`src/rtl/spi_adc_scan_master.sv`:
```
// SPI Mode 0 master for MCP300x/MCP320x SAR ADCs with single-shot and round-robin scan modes.
// Define SPI_ADC_LSBCHK_EN to extend each frame and cross-check the device's LSB-first echo.
module spi_adc_scan_master #(
   parameter int unsigned DATA_W  = 10,
   parameter int unsigned NUM_CH  = 8,
   parameter int unsigned CLK_DIV = 4,
   parameter int unsigned CS_IDLE = 14
) (
   input  logic              clk,
   input  logic              rst,
   input  logic              start,
   input  logic              scan_en,
   input  logic              single,
   input  logic [2:0]        channel,
   input  logic [NUM_CH-1:0] ch_mask,
   input  logic              MISO,
   output logic              MOSI,
   output logic              SCK,
   output logic              CS,
   output logic              busy,
   output logic [DATA_W-1:0] adc_data,
   output logic [2:0]        adc_ch,
   output logic              data_valid,
   output logic              data_err
);

`ifdef SPI_ADC_LSBCHK_EN
   localparam int unsigned N = 6 + 2 * DATA_W;
`else
   localparam int unsigned N = 7 + DATA_W;
`endif
   localparam int unsigned DivW = $clog2(CLK_DIV);
   localparam int unsigned GapW = $clog2(CS_IDLE + 1);
   localparam logic [DivW-1:0] DivLast   = DivW'(CLK_DIV - 1);
   localparam logic [GapW-1:0] GapLast   = GapW'(CS_IDLE - 1);
   localparam logic [5:0]      BitLast   = 6'(N);
   localparam logic [5:0]      DataFirst = 6'd8;
   localparam logic [5:0]      DataLast  = 6'(7 + DATA_W);
   localparam logic            HasD2     = (NUM_CH == 8);

   typedef enum logic [1:0] {StIdle, StSetup, StShift, StGap} state_e;

   state_e            state;
   logic [DivW-1:0]   div_cnt;
   logic [GapW-1:0]   gap_cnt;
   logic [5:0]        bit_cnt;
   logic [2:0]        ch_q;
   logic              single_q;
   logic              scan_q;
   logic [DATA_W-1:0] shift_q;
   logic              next_mosi;
   logic              sck_tick;
   logic              sck_rise;
   logic              last_fall;
   logic              scan_go;

   // First enabled channel at or above 'from', wrapping to the lowest enabled one.
   function automatic logic [2:0] scan_pick(input logic [NUM_CH-1:0] mask, input int from);
      logic [NUM_CH-1:0] m;
      logic [2:0]        lo;
      logic [2:0]        hi;
      logic              got_lo;
      logic              got_hi;
      lo     = '0;
      hi     = '0;
      got_lo = 1'b0;
      got_hi = 1'b0;
      for (int i = 0; i < int'(NUM_CH); i++) begin
         m = mask >> i;
         if (m[0] && !got_lo) begin
            lo     = 3'(i);
            got_lo = 1'b1;
         end
         if (m[0] && !got_hi && i >= from) begin
            hi     = 3'(i);
            got_hi = 1'b1;
         end
      end
      return got_hi ? hi : lo;
   endfunction

   assign sck_tick  = (state == StShift) && (div_cnt == DivLast);
   assign sck_rise  = sck_tick && !SCK;
   assign last_fall = sck_tick && SCK && (bit_cnt == BitLast);
   assign scan_go   = scan_q && scan_en && (ch_mask != '0);

   // Command bit for the SCK cycle following the current one.
   always_comb begin
      case (bit_cnt)
         6'd1:    next_mosi = single_q;
         6'd2:    next_mosi = ch_q[2];
         6'd3:    next_mosi = ch_q[1];
         6'd4:    next_mosi = ch_q[0];
         default: next_mosi = 1'b0;
      endcase
   end

   always_ff @(posedge clk or posedge rst) begin
      if (rst) begin
         state      <= StIdle;
         div_cnt    <= '0;
         gap_cnt    <= '0;
         bit_cnt    <= '0;
         ch_q       <= '0;
         single_q   <= 1'b0;
         scan_q     <= 1'b0;
         shift_q    <= '0;
         CS         <= 1'b1;
         SCK        <= 1'b0;
         MOSI       <= 1'b0;
         busy       <= 1'b0;
         adc_data   <= '0;
         adc_ch     <= '0;
         data_valid <= 1'b0;
      end else begin
         data_valid <= 1'b0;
         unique case (state)
            StIdle: begin
               if (start && (!scan_en || ch_mask != '0)) begin
                  state    <= StSetup;
                  scan_q   <= scan_en;
                  single_q <= single;
                  ch_q     <= scan_en ? scan_pick(ch_mask, 0) : {channel[2] & HasD2, channel[1:0]};
               end
            end
            StSetup: begin
               // CS still high means this is the cycle right after accept.
               if (CS) begin
                  CS      <= 1'b0;
                  busy    <= 1'b1;
                  MOSI    <= 1'b1;
                  bit_cnt <= 6'd1;
                  div_cnt <= '0;
               end else if (div_cnt == DivLast) begin
                  SCK     <= 1'b1;
                  div_cnt <= '0;
                  state   <= StShift;
               end else begin
                  div_cnt <= div_cnt + 1'b1;
               end
            end
            StShift: begin
               if (!sck_tick) begin
                  div_cnt <= div_cnt + 1'b1;
               end else if (sck_rise) begin
                  div_cnt <= '0;
                  SCK     <= 1'b1;
                  if (bit_cnt >= DataFirst && bit_cnt <= DataLast) begin
                     shift_q <= {shift_q[DATA_W-2:0], MISO};
                  end
               end else if (last_fall) begin
                  div_cnt    <= '0;
                  SCK        <= 1'b0;
                  CS         <= 1'b1;
                  MOSI       <= 1'b0;
                  adc_data   <= shift_q;
                  adc_ch     <= ch_q;
                  data_valid <= 1'b1;
                  gap_cnt    <= '0;
                  state      <= StGap;
               end else begin
                  div_cnt <= '0;
                  SCK     <= 1'b0;
                  MOSI    <= next_mosi;
                  bit_cnt <= bit_cnt + 1'b1;
               end
            end
            StGap: begin
               if (gap_cnt != GapLast) begin
                  gap_cnt <= gap_cnt + 1'b1;
               end else if (scan_go) begin
                  // Next scan frame starts with CS falling on the gap's last edge.
                  CS       <= 1'b0;
                  MOSI     <= 1'b1;
                  bit_cnt  <= 6'd1;
                  div_cnt  <= '0;
                  single_q <= single;
                  ch_q     <= scan_pick(ch_mask, int'(ch_q) + 1);
                  state    <= StSetup;
               end else begin
                  busy  <= 1'b0;
                  state <= StIdle;
               end
            end
            default: state <= StIdle;
         endcase
      end
   end

`ifdef SPI_ADC_LSBCHK_EN
   localparam logic [5:0] EchoFirst = 6'(8 + DATA_W);

   // echo_q[i] ends up holding B(i+1) of the LSB-first echo.
   logic [DATA_W-2:0] echo_q;
   logic              err_q;

   always_ff @(posedge clk or posedge rst) begin
      if (rst) begin
         echo_q <= '0;
         err_q  <= 1'b0;
      end else begin
         if (sck_rise && bit_cnt >= EchoFirst && bit_cnt <= BitLast) begin
            echo_q <= {MISO, echo_q[DATA_W-2:1]};
         end
         if (last_fall) begin
            err_q <= (echo_q != shift_q[DATA_W-1:1]);
         end
      end
   end

   assign data_err = err_q;
`else
   assign data_err = 1'b0;
`endif

endmodule

```
`config.mk`:
```
export PLATFORM = sky130hd
export DESIGN_NAME = spi_adc_scan_master
export DESIGN_NICKNAME = d
export VERILOG_FILES = /design/src/rtl/spi_adc_scan_master.sv
export SDC_FILE = /design/constraint.sdc
export NUM_CORES = 1
export LEC_CHECK = 0
export BUFFER_PORTS_ARGS = -buffer_cell sky130_fd_sc_hd__buf_2
export CAP_MARGIN = 30
export CORE_AREA = 5 5 80 97
export CTS_CLUSTER_SIZE = 40
export DETAILED_ROUTE_END_ITERATION = 8
export DIE_AREA = 0 0 85 102
export GPL_ROUTABILITY_DRIVEN = 1
export PLACE_DENSITY_LB_ADDON = 0.15
export SLEW_MARGIN = 10
export SYNTH_ARGS = -nofsm -noshare
export SYNTH_HDL_FRONTEND = slang
export SYNTH_SLANG_ARGS = --single-unit
```
`constraint.sdc`:
```
create_clock -name clk -period 2.5 [get_ports clk]
set_clock_uncertainty 0.15 [all_clocks]
set_input_delay 0.25 -clock clk [delete_from_list [all_inputs] [get_ports clk]]
set_output_delay 0.25 -clock clk [all_outputs]
set_load 0.03 [all_outputs]
```
# Word level (Yosys, flattened, before mapping)
# Cells that the tools add are included.
# totals
reg_bits,47
in_bits,17
wordCells,296
# op_classes
add_sub_neg,4
order_cmp,10
eq_ne,22
muxes,164
bitwise_logic,1
n_reduce_logical,80
# op_table
op,n
1-bit two-way mux,108
3-bit two-way mux,23
1-bit logical AND,37
6-bit two-way mux,6
2-bit two-way mux,12
"2-bit inequality test, second input constant",12
1-bit zero test,23
4-bit AND reduction,5
6-bit one-hot mux with 3 select lines,1
"3-bit by 4-bit >= comparator with 1-bit output, first input constant",4
4-bit two-way mux,4
7-bit AND reduction,2
"6-bit by 2-bit equality test with 1-bit output, second input constant",2
6-bit AND reduction,2
"1-bit by 4-bit >= comparator with 1-bit output, first input constant",2
"2-bit by 4-bit >= comparator with 1-bit output, first input constant",2
2-bit one-hot mux with 4 select lines,1
4-bit one-hot mux with 2 select lines,1
2-bit nonzero test,4
8-bit nonzero test,1
"6-bit by 1-bit adder with 6-bit output, second input constant",1
"2-bit equality test, second input constant",3
"6-bit by 1-bit equality test with 1-bit output, second input constant",1
"6-bit by 3-bit equality test with 1-bit output, second input constant",1
other kinds (20),23

# Depth between registers and ports, before layout
# depth
depth_word,60
mapped_depth,8
depth_no_buf,7

# Worst setup path after synthesis
# OpenSTA, ideal clock, no wires.
# synth_timing
path_kind,register -> register
from,reg ch_q[0]
to,reg ch_q[1]
t_arrival_ns,1.746
setup_slack_ns,0.480
path_stages_with_launch,8
period_less_slack_ns,2.020
path_cell_list,dfrtp_1 -> inv_1 -> ha_1 -> o2bb2ai_1 -> a211oi_1 -> o22a_1 -> a311oi_1 -> o31a_1
# synth_between
elab_chain_cells,60
# synth_rtl
element,line,text
start: declaration,47,logic [2:0] ch_q;
start signal: assignment,123,"ch_q <= scan_en ? scan_pick(ch_mask, 0) : {channel[2] & HasD2, channel[1:0]};"
start signal: assignment,178,"ch_q <= scan_pick(ch_mask, int'(ch_q) + 1);"
3-bit by 1-bit adder with 4-bit output (*),178,
1-bit by 4-bit >= comparator with 1-bit output,74,if (m[0] && !got_hi && i >= from) begin
1-bit logical AND,74,
1-bit two-way mux,74,
1-bit two-way mux,171,end else if (scan_go) begin
1-bit two-way mux,169,if (gap_cnt != GapLast) begin
1-bit two-way mux,117,unique case (state)
1-bit zero test,74,
[44 not listed],-,
1-bit two-way mux,74,
1-bit two-way mux,171,
1-bit two-way mux,169,
1-bit two-way mux,117,
3-bit two-way mux (*),79,return got_hi ? hi : lo;
3-bit two-way mux (*),171,
3-bit two-way mux (*),169,
3-bit one-hot mux with 2 select lines (*),117,
# Every way passes the cells marked *; elsewhere a longest branch is shown, timed or not. The select of a mux whose other input is x is not followed.
# A chain may end at the register's enable or synchronous reset.

# Final worst setup path
# Ends and elaborated chain as after synthesis.

==> impl_metrics.tcl <==
set metrics [dict create \
    r2r_start "ch_q[0]$_DFFE_PP0P_" \
    dieWidth_um 85 \
    wire_per_inst_um 14.6 \
    drtIter0Drc 82 \
    avgSynthCellArea_um2 9.68 \
    synth_compound_area_share_pct 21.1 \
    final.setup.tns_ns 0 \
    crit_chain "inv_1 -> ha_1 -> nor3b_1 -> a211oi_2 -> nor3_1 -> a311oi_1 -> o31a_1" \
    syn-num-nets 323 \
    synthFlopType "dfrtp_1" \
    ir_worst_vdd_v 0.000221 \
    combPwrFrac_pct 6.2 \
    cp.arrival_ns 2.41 \
    globalRouteTotalUtil_pct 15.1 \
    intPower_uw 1200 \
    setup.worst_path.end_class "flip-flop" \
    start_util_pct 41.8 \
    clk_pin_slew_ns 0.09 \
    mostFrequentLayoutCells "nand2_1 (51), dfrtp_1 (46), buf_2 (34)" \
    portBuffers 34 \
    drtAntennaViolNets 0 \
    power.net_switching_uw 328 \
    hold_violations 0 \
    async_flop_share_pct 100 \
    finalInstanceArea_um2 3250 \
    fillCellCount 659 \
    via_count 2256 \
    p_seq_share_pct 50.1 \
    synth-seq-area-share_pct 42.1 \
    post-route-period-util_pct 94.3 \
    final_common_cell "nand2_1" \
    p_leak_uw 0.00160 \
    drive_gt1_share_pct 22.8 \
    tightest_slew_ns 0.532 \
    io_pins 36 \
    coreArea_um2 6690 \
    synth_xor_area_share_pct 0.313 \
    fin_crit_ns 2.36 \
    slowest_stage "dfrtp_1" \
    critPathLaunch "ch_q[0]$_DFFE_PP0P_" \
    path_class "flip-flop to flip-flop" \
    ctsLongestPathBuffers 2 \
    cts_buffers 5 \
    cts-root-buf "clkbuf_8" \
    clock.fmax_mhz 424 \
    grt_pass1_wl_mm 10.7 \
    min-delay-start "single" \
    hold_ws_ns 0.0164 \
    status "completed" \
    synthSimpleGateAreaFrac_pct 18.9 \
    grt_max_degree 27 \
    antenna_found_initial 0 \
    dp_hpwl_mm 4.56 \
    die_h_um 102 \
    drc_errors 0 \
    swShare_pct 21.5 \
    hp-class "input port to flip-flop" \
    drt_first_pass_iters 4 \
    overflow 0 \
    cp.required_ns 2.55 \
    rows 33 \
    synth-edff-count 0 \
    path_max_fanout 9 \
    vias_per_cell 5.42 \
    p_clk_share_pct 43.7 \
    nets 362 \
    diodes 0 \
    place_congestion 0.879 \
    place_area_um2 3090 \
    cpPeakStageDelay_ns 0.53 \
    grt_pass1_vias 2298 \
    synth_mux_area_share_pct 5.95 \
    setup_viol 0 \
    critPathLaunchType "flip-flop" \
    cap_violations 0 \
    synth_top_family_by_area "compound AO/OA/AOI/OAI gates" \
    cts_tree "done" \
    synthDistinctLibCells 66 \
    slew_viol_final 0 \
    netlist_instances 289 \
    clock_latency_ns 0.31 \
    yosys_register_bits 47 \
    area_delta_synth_final_pct 16.2 \
    ys_warn_count 0 \
    relSlewSlack_pct 64.2 \
    clock-sinks 47 \
    synth_area_um2 2800 \
    post_cts_buffers 0 \
    synthAdderAreaFrac_pct 7.61 \
    die_area_um2 8670 \
    grt_setup_unrepaired "false" \
    powerDensity_nw_per_um2 469 \
    wl_mm 6.08 \
    h-tree-depth 2 \
]
[path summary, 6_finish.rpt]
| path | slack, ns | cells after the start | endpoint |
|---|---|---|---|
| worst max-delay path | 0.14 | 7 | ch_q[1]$_DFFE_PP0P_ |
| worst min-delay path | 0.02 | 2 | single_q$_DFFE_PP0P_ |
| worst max register to register | 0.14 | 7 | ch_q[1]$_DFFE_PP0P_ |
| worst min register to register | 0.32 | 2 | adc_data[9]$_DFFE_PP0P_ |
| max in group asynchronous | 1.27 | 4 | CS$_DFFE_PP1P_ |
| min in group asynchronous | 0.35 | 3 | adc_data[8]$_DFFE_PP0P_ |
[logic make-up (layout without fill, tap and decap cells)]
logic type | count (synthesis) | count (layout)
mux | 15 | 15
flops | 47 | 47
simple gates | 102 | 102
compound gates | 79 | 79
xor+xnor | 1 | 1
other cells | 1 | 1
fa+ha+maj | 17 | 17
buf+inv | 27 | 67
[synth_stat cells, drive strengths merged (3+ instances only)]
master / n / area (um2)
o21ai: 15 / 75.1
nand2b: 3 / 26.3
buf: 4 / 22.5
inv: 17 / 63.8
a22oi: 3 / 22.5
dfrtp: 46 / 1150
clkbuf: 6 / 22.5
a211o: 3 / 26.3
nand2: 51 / 191
nor2b: 4 / 25.0
a211oi: 3 / 35.0
a21oi: 9 / 45.0
a22o: 5 / 43.8
nand3: 5 / 37.5
nor2: 11 / 41.3
nor3: 6 / 30.0
a31oi: 7 / 43.8
and3: 4 / 25.0
ha: 17 / 213
nor4: 4 / 46.3
a21boi: 4 / 30.0
o31ai: 3 / 22.5
mux2: 13 / 146
nand4: 4 / 25.0
[flip-flops by register name, summed over array words and instances, names as in the netlist, 2 cells and up]
| name | count |
|---|---|
| div_cnt | 2 |
| gap_cnt | 4 |
| adc_ch | 3 |
| adc_data | 10 |
| state | 2 |
| ch_q | 3 |
| bit_cnt | 6 |
| shift_q | 10 |
[through the flow]
stage | total power [uW] | util (%) | setup WS [ns] | instances
after floorplan | 832 | - | 0.480 | 289
after global placement | 873 | 46.2 | 0.177 | 406
after detailed placement | 872 | 46.2 | 0.141 | 406
after CTS | 1540 | 48.5 | 0.117 | 416
after global routing | 1580 | 48.6 | 0.0238 | 416
final | 1520 | 48.6 | 0.142 | 416
[layer usage]
metal	global-route usage (%)	vias to the layer above	wire length [um]
met4	5.12	0	106
met3	2.50	8	276
met1	18.3	1073	2660
met5	0	-	0
li1	-	1127	-
met2	27.2	48	3040
[power by group through the flow]
stage	sequential, uW	combinational (uW)	clock (uW)
detailed placement	779	93.2	0
global placement	779	93.7	0
floorplan	778	53.3	0
CTS	764	95.7	685
global route	765	108	711
finish	764	95.1	666
[area by class of cell]
cell class,count,area [um2],area share [%]
flip-flops and latches,47,1180,36.2
clock buffers,5,68.8,2.12
repair buffers,42,248,7.62
well taps,87,109,3.35
clock inverters,3,67.6,2.08
multi-input cells,215,1520,46.6
inverters,17,63.8,1.96
[critical path: cells and delay by family (launching register included)]
| kind | cells | cell delay [ns] |
|---|---|---|
| adder cells (fa/ha/maj) | 1 | 0.38 |
| buffers and inverters | 1 | 0.15 |
| AO/OA/AOI/OAI | 3 | 0.52 |
| AND/OR/NAND/NOR | 2 | 0.52 |
| flip-flops | 1 | 0.53 |
[timing repair]
action	CTS	global route
setup endpoints to repair	0	2
hold endpoints to repair	22	0
gates resized for setup	0	1
hold buffers	2	0
Power figures use the tool's default switching activity.
